`config.mk`:
```
export PLATFORM = sky130hd
export DESIGN_NAME = dot_sequencer
export DESIGN_NICKNAME = d
export VERILOG_FILES = /design/src/rtl/dot_sequencer.sv
export SDC_FILE = /design/constraint.sdc
export NUM_CORES = 1
export LEC_CHECK = 0
export ABC_AREA = 1
export ABC_CLOCK_PERIOD_IN_PS = 1300
export CORE_MARGIN = 2
export CORE_UTILIZATION = 41
export DETAILED_ROUTE_END_ITERATION = 7
export PLACE_DENSITY = 0.73
export SLEW_MARGIN = 20
export SYNTH_ARGS = -nofsm -noshare
export SYNTH_HDL_FRONTEND = slang
export SYNTH_SLANG_ARGS = --single-unit
```
`constraint.sdc`:
```
create_clock -name clk -period 1.3 [get_ports clk]
set_input_delay 0.26 -clock clk [delete_from_list [all_inputs] [get_ports clk]]
set_output_delay 0.26 -clock clk [all_outputs]
set_load 0.05 [all_outputs]
```
`src/rtl/dot_sequencer.sv`:
```
// Run sequencer for the dot-product engine: INIT -> LOAD -> COMPUTE -> DRAIN -> DONE,
// with Moore-decoded control strobes for the downstream memory controller.
module dot_sequencer #(
  parameter int Addr_Width       = 4,
  parameter int Ram_Depth        = 1 << Addr_Width,
  parameter int bits_Computation = 4,
  parameter int Nums_Computation = 1 << bits_Computation,
  parameter int Para_Deg         = 2,
  parameter int Drain_Cycles     = 2
) (
  input  logic       clk,
  input  logic       reset_n,
  input  logic       start,
  input  logic       abort,
  input  logic       load_valid,
  output logic       load_ready,
  output logic       Mem_reset,
  output logic       Comp_reset,
  output logic       Mem_Index_reset,
  output logic       load_from_file,
  output logic       Computing,
  output logic       busy,
  output logic       done,
  output logic [2:0] state_dbg
);

  localparam int Load_Beats = Ram_Depth / Para_Deg;
  localparam int Comp_Beats = Nums_Computation / Para_Deg;
  localparam int Cnt_Max_Lc = (Load_Beats > Comp_Beats) ? Load_Beats : Comp_Beats;
  localparam int Cnt_Max    = (Cnt_Max_Lc > Drain_Cycles) ? Cnt_Max_Lc : Drain_Cycles;
  localparam int Cnt_W      = (Cnt_Max < 2) ? 1 : $clog2(Cnt_Max + 1);

  localparam logic [Cnt_W-1:0] Load_Last  = Cnt_W'(Load_Beats - 1);
  localparam logic [Cnt_W-1:0] Comp_Last  = Cnt_W'(Comp_Beats - 1);
  localparam logic [Cnt_W-1:0] Drain_Last = (Drain_Cycles == 0) ? '0 : Cnt_W'(Drain_Cycles - 1);

  typedef enum logic [2:0] {
    IDLE    = 3'd0,
    INIT    = 3'd1,
    LOAD    = 3'd2,
    COMPUTE = 3'd3,
    DRAIN   = 3'd4,
    DONE    = 3'd5
  } state_t;

  state_t           state, state_next;
  logic [Cnt_W-1:0] beat_cnt, cnt_next;

  // NOTE: sequential state uses non-blocking assignments so every register
  // samples the pre-edge values regardless of process evaluation order.
  always_ff @(posedge clk or negedge reset_n) begin
    if (!reset_n) begin
      state    <= IDLE;
      beat_cnt <= '0;
    end else begin
      state    <= state_next;
      beat_cnt <= cnt_next;
    end
  end

  // NOTE: defaults first so every path assigns every variable and no latch is inferred.
  always_comb begin
    state_next = state;
    cnt_next   = beat_cnt;
    case (state)
      IDLE:    if (start) state_next = INIT;
      INIT:    state_next = LOAD;
      LOAD: begin
        if (load_valid) begin
          cnt_next = beat_cnt + 1'b1;
          if (beat_cnt == Load_Last) state_next = COMPUTE;
        end
      end
      COMPUTE: begin
        cnt_next = beat_cnt + 1'b1;
        if (beat_cnt == Comp_Last) state_next = (Drain_Cycles == 0) ? DONE : DRAIN;
      end
      DRAIN: begin
        cnt_next = beat_cnt + 1'b1;
        if (beat_cnt == Drain_Last) state_next = DONE;
      end
      DONE:    state_next = IDLE;
      default: state_next = IDLE;
    endcase

    // abort outranks every normal transition but is meaningless in IDLE
    if (abort && state != IDLE) state_next = IDLE;

    // counter restarts from zero on every state entry
    if (state_next != state) cnt_next = '0;
  end

  assign Mem_reset       = (state == INIT);
  assign Comp_reset      = (state == INIT);
  assign Mem_Index_reset = (state == INIT);
  assign load_ready      = (state == LOAD);
  assign load_from_file  = (state == LOAD) && load_valid;
  assign Computing       = (state == COMPUTE);
  assign done            = (state == DONE);
  assign busy            = (state != IDLE);
  assign state_dbg       = state;

endmodule

```
==> impl_metrics.json <==
{
  "run_status": "complete, but fails checks",
  "violations": "setup timing",
  "path_class": "reg2out",
  "postSynth.asyncResetShare_pct": 100.0,
  "layout_min_cycle_time_ns": 1.665,
  "timing.final.ws_setup_ns": -0.3646,
  "seq_area_um2": 178.9,
  "synth_edf_count": 0,
  "synth-seq-cells": 7,
  "synth.largest_area_cell": "dfrtp_1",
  "synth_top_area_share_pct": 30.50,
  "yosysWarningCount": 0,
  "hold_path.class": "in2async",
  "grt_first_pass_wirelength_mm": 2.870,
  "max_cap_viol_count": 0,
  "dp_slack_ns": -0.3373,
  "grt_use_total_pct": 21.27,
  "drive_gt1_share_pct": 68.00,
  "die_h_um": 41.43,
  "yosysMostFrequentCell": "nand2_1",
  "wl_per_cell_um": 21.40,
  "coreArea_um2": 1301,
  "worst_pin_slew_ns": 0.3095,
  "crit_required_ns": 1.04,
  "detail-route-antenna-nets": 0,
  "diodes": 0,
  "grt_max_degree": 8,
  "rsz0062_at_grt": "yes",
  "area_growth_pct": 120.7,
  "p_leak_uw": 0.0005842,
  "critPathMaxFanout": 6,
  "antenna_found_initial": 0,
  "synth_cell_types": 22,
  "boundaryPins": 16,
  "synth_area_um2": 574.3,
  "period_share_pct": 128.0,
  "h-tree-depth": 1,
  "hpwl_mm": 1.226,
  "clock_sink_count": 7,
  "start_util_pct": 44.13,
  "final_hold_viol_count": 0,
  "clockBufferDepth": 2,
  "crit_arrival_ns": 1.40,
  "dr_wl_met3_um": 226,
  "gp_congestion": 0.8368,
  "drt_iter0_markers": 21,
  "clkLatencyLatePin_ns": 0.25,
  "setup_viol": 16,
  "dr.pass1.iters": 4,
  "relSlewSlack_pct": 79.30,
  "final_nets": 133,
  "met1Wirelength_mm": 1.008,
  "dr.max_layer_used": "met4",
  "yosysSeqAreaShare_pct": 30.50,
  "io_buffers": 15,
  "synth_ff_type": "dfrtp_1",
  "slew_viol_final": 0,
  "placed_area_um2": 998.5,
  "numCtsBuffers": 3,
  "syn_inst": 81,
  "fp.dieW_um": 41.43,
  "powerDensity_nw_per_um2": 1890,
  "final_cell_area_um2": 1267,
  "final_cells": 140,
  "overflow": 0,
  "dieArea_um2": 1716,
  "finalPower_uw": 2395,
  "synth_area_leaders": "dfrtp_1 (31%), nand2_1 (10%), inv_1 (6.5%)",
  "num_vias": 820,
  "cts_root_buf": "clkbuf_4",
  "grt_pass1_vias": 661,
  "placementRows": 13,
  "critPathLaunchType": "flip-flop",
  "fin_skew_ns": 0.003696,
  "synthesis.nets": 88,
  "cp-end-kind": "primary output",
  "drt_wl_total_mm": 2.996,
  "fmax_ghz": 0.6008,
  "ys_top_cells_by_count": "nand2_1 (16), inv_1 (10), dfrtp_1 (7), nand3_1 (7), nor2_1 (7)",
  "timing.setup.tns_ns": -4.230,
  "clkTransAtPathRegs_ns": 0.05,
  "cts_tree": "built",
  "wl_met2_mm": 1.547,
  "synth.avg_cell_area_um2": 7.090,
  "multi_input_area_um2": 417.9,
  "dp_cells": 125,
  "peakVddDrop_v": 0.001557,
  "fillCellCount": 18,
  "viasPerCell": 5.857,
  "drc": 0
}
[layout by cell type (no fill, tap or decap), types with 2 or more instances in the layout]
master | netlist | layout
dfrtp_2 | 0 | 3
xor2_1 | 3 | 3
clkdlybuf4s50_1 | 0 | 4
nor2_4 | 1 | 3
dfrtp_1 | 7 | 4
nand2_2 | 6 | 11
buf_12 | 0 | 14
nor3_4 | 0 | 3
nand3_1 | 7 | 5
nand2_1 | 16 | 9
nand3_2 | 1 | 2
buf_4 | 2 | 16
nor2_2 | 3 | 7
inv_4 | 0 | 3
clkbuf_4 | 0 | 3
nand2_4 | 0 | 2
ha_2 | 0 | 2
buf_6 | 2 | 10
inv_1 | 10 | 8
[stage by stage]
stage / hold slack [ns] / utilization, %
2_1_floorplan: -0.03559 / -
5_1_grt: 0.3026 / 97.40
3_5_place_dp: 0.5376 / 76.73
4_1_cts: 0.2694 / 85.67
6_report: 0.2630 / 97.40
3_3_place_gp: 0.5241 / 76.73
[metal layers]
metal	vias up	global-route usage, %
met5	-	0
met4	0	5.806
met3	26	4.783
met2	72	36.25
met1	387	26.85
li1	335	-
[registers in the layout, summed over array words and instances (netlist names)]
signal,cells
beat_cnt,4
state_dbg,3
[path summary, 6_finish.rpt]
check / endpoint / slack [ns] / cells after the start / startpoint
max in group asynchronous: state_dbg[1] / 0.78 / 1 / reset_n
min: beat_cnt[1] / 0.26 / 1 / reset_n
min reg2reg: beat_cnt[3] / 0.70 / 2 / beat_cnt[3]
max reg2reg: beat_cnt[3] / -0.35 / 9 / state_dbg[0]
min in group clk: beat_cnt[3] / 0.70 / 2 / beat_cnt[3]
max: load_from_file / -0.36 / 5 / state_dbg[0]
[layout make-up]
type | count | share of cell area [%]
Timing Repair Buffer | 44 | 43.63
Inverter | 15 | 5.726
Sequential cell | 7 | 14.12
Tap cell | 15 | 1.481
Multi-Input combinational cell | 55 | 32.97
Clock buffer | 4 | 2.073
[critical path: stages (launching register included)]
cell	delay, ns
dfrtp_2	0.44
buf_12	0.15
nor3_4	0.23
nand2_2	0.11
clkinvlp_4	0.10
buf_12	0.13
[repair_timing]
item | CTS | global route
hold buffers | 0 | 0
pin swaps | 5 | 14
setup endpoints to repair | 16 | 16
resized for setup | 9 | 29
setup buffers | 6 | 7
[logic make-up (layout without fill, tap and decap cells)]
group           after synthesis  count (layout)  share of synthesized area (%)
compound gates                3               3                          3.049
xor+xnor                      3               3                          4.576
fa+ha+maj                     2               2                          4.357
buf+inv                      19              63                          16.34
flops                         7               7                          30.50
simple gates                 47              47                          41.18
[report_power, final]
group	switching (uW)	internal (uW)	total, uW
clock	81.3	117	199
sequential	55.8	257	312
combinational	998	886	1880
(Power assumes the default switching activity.)
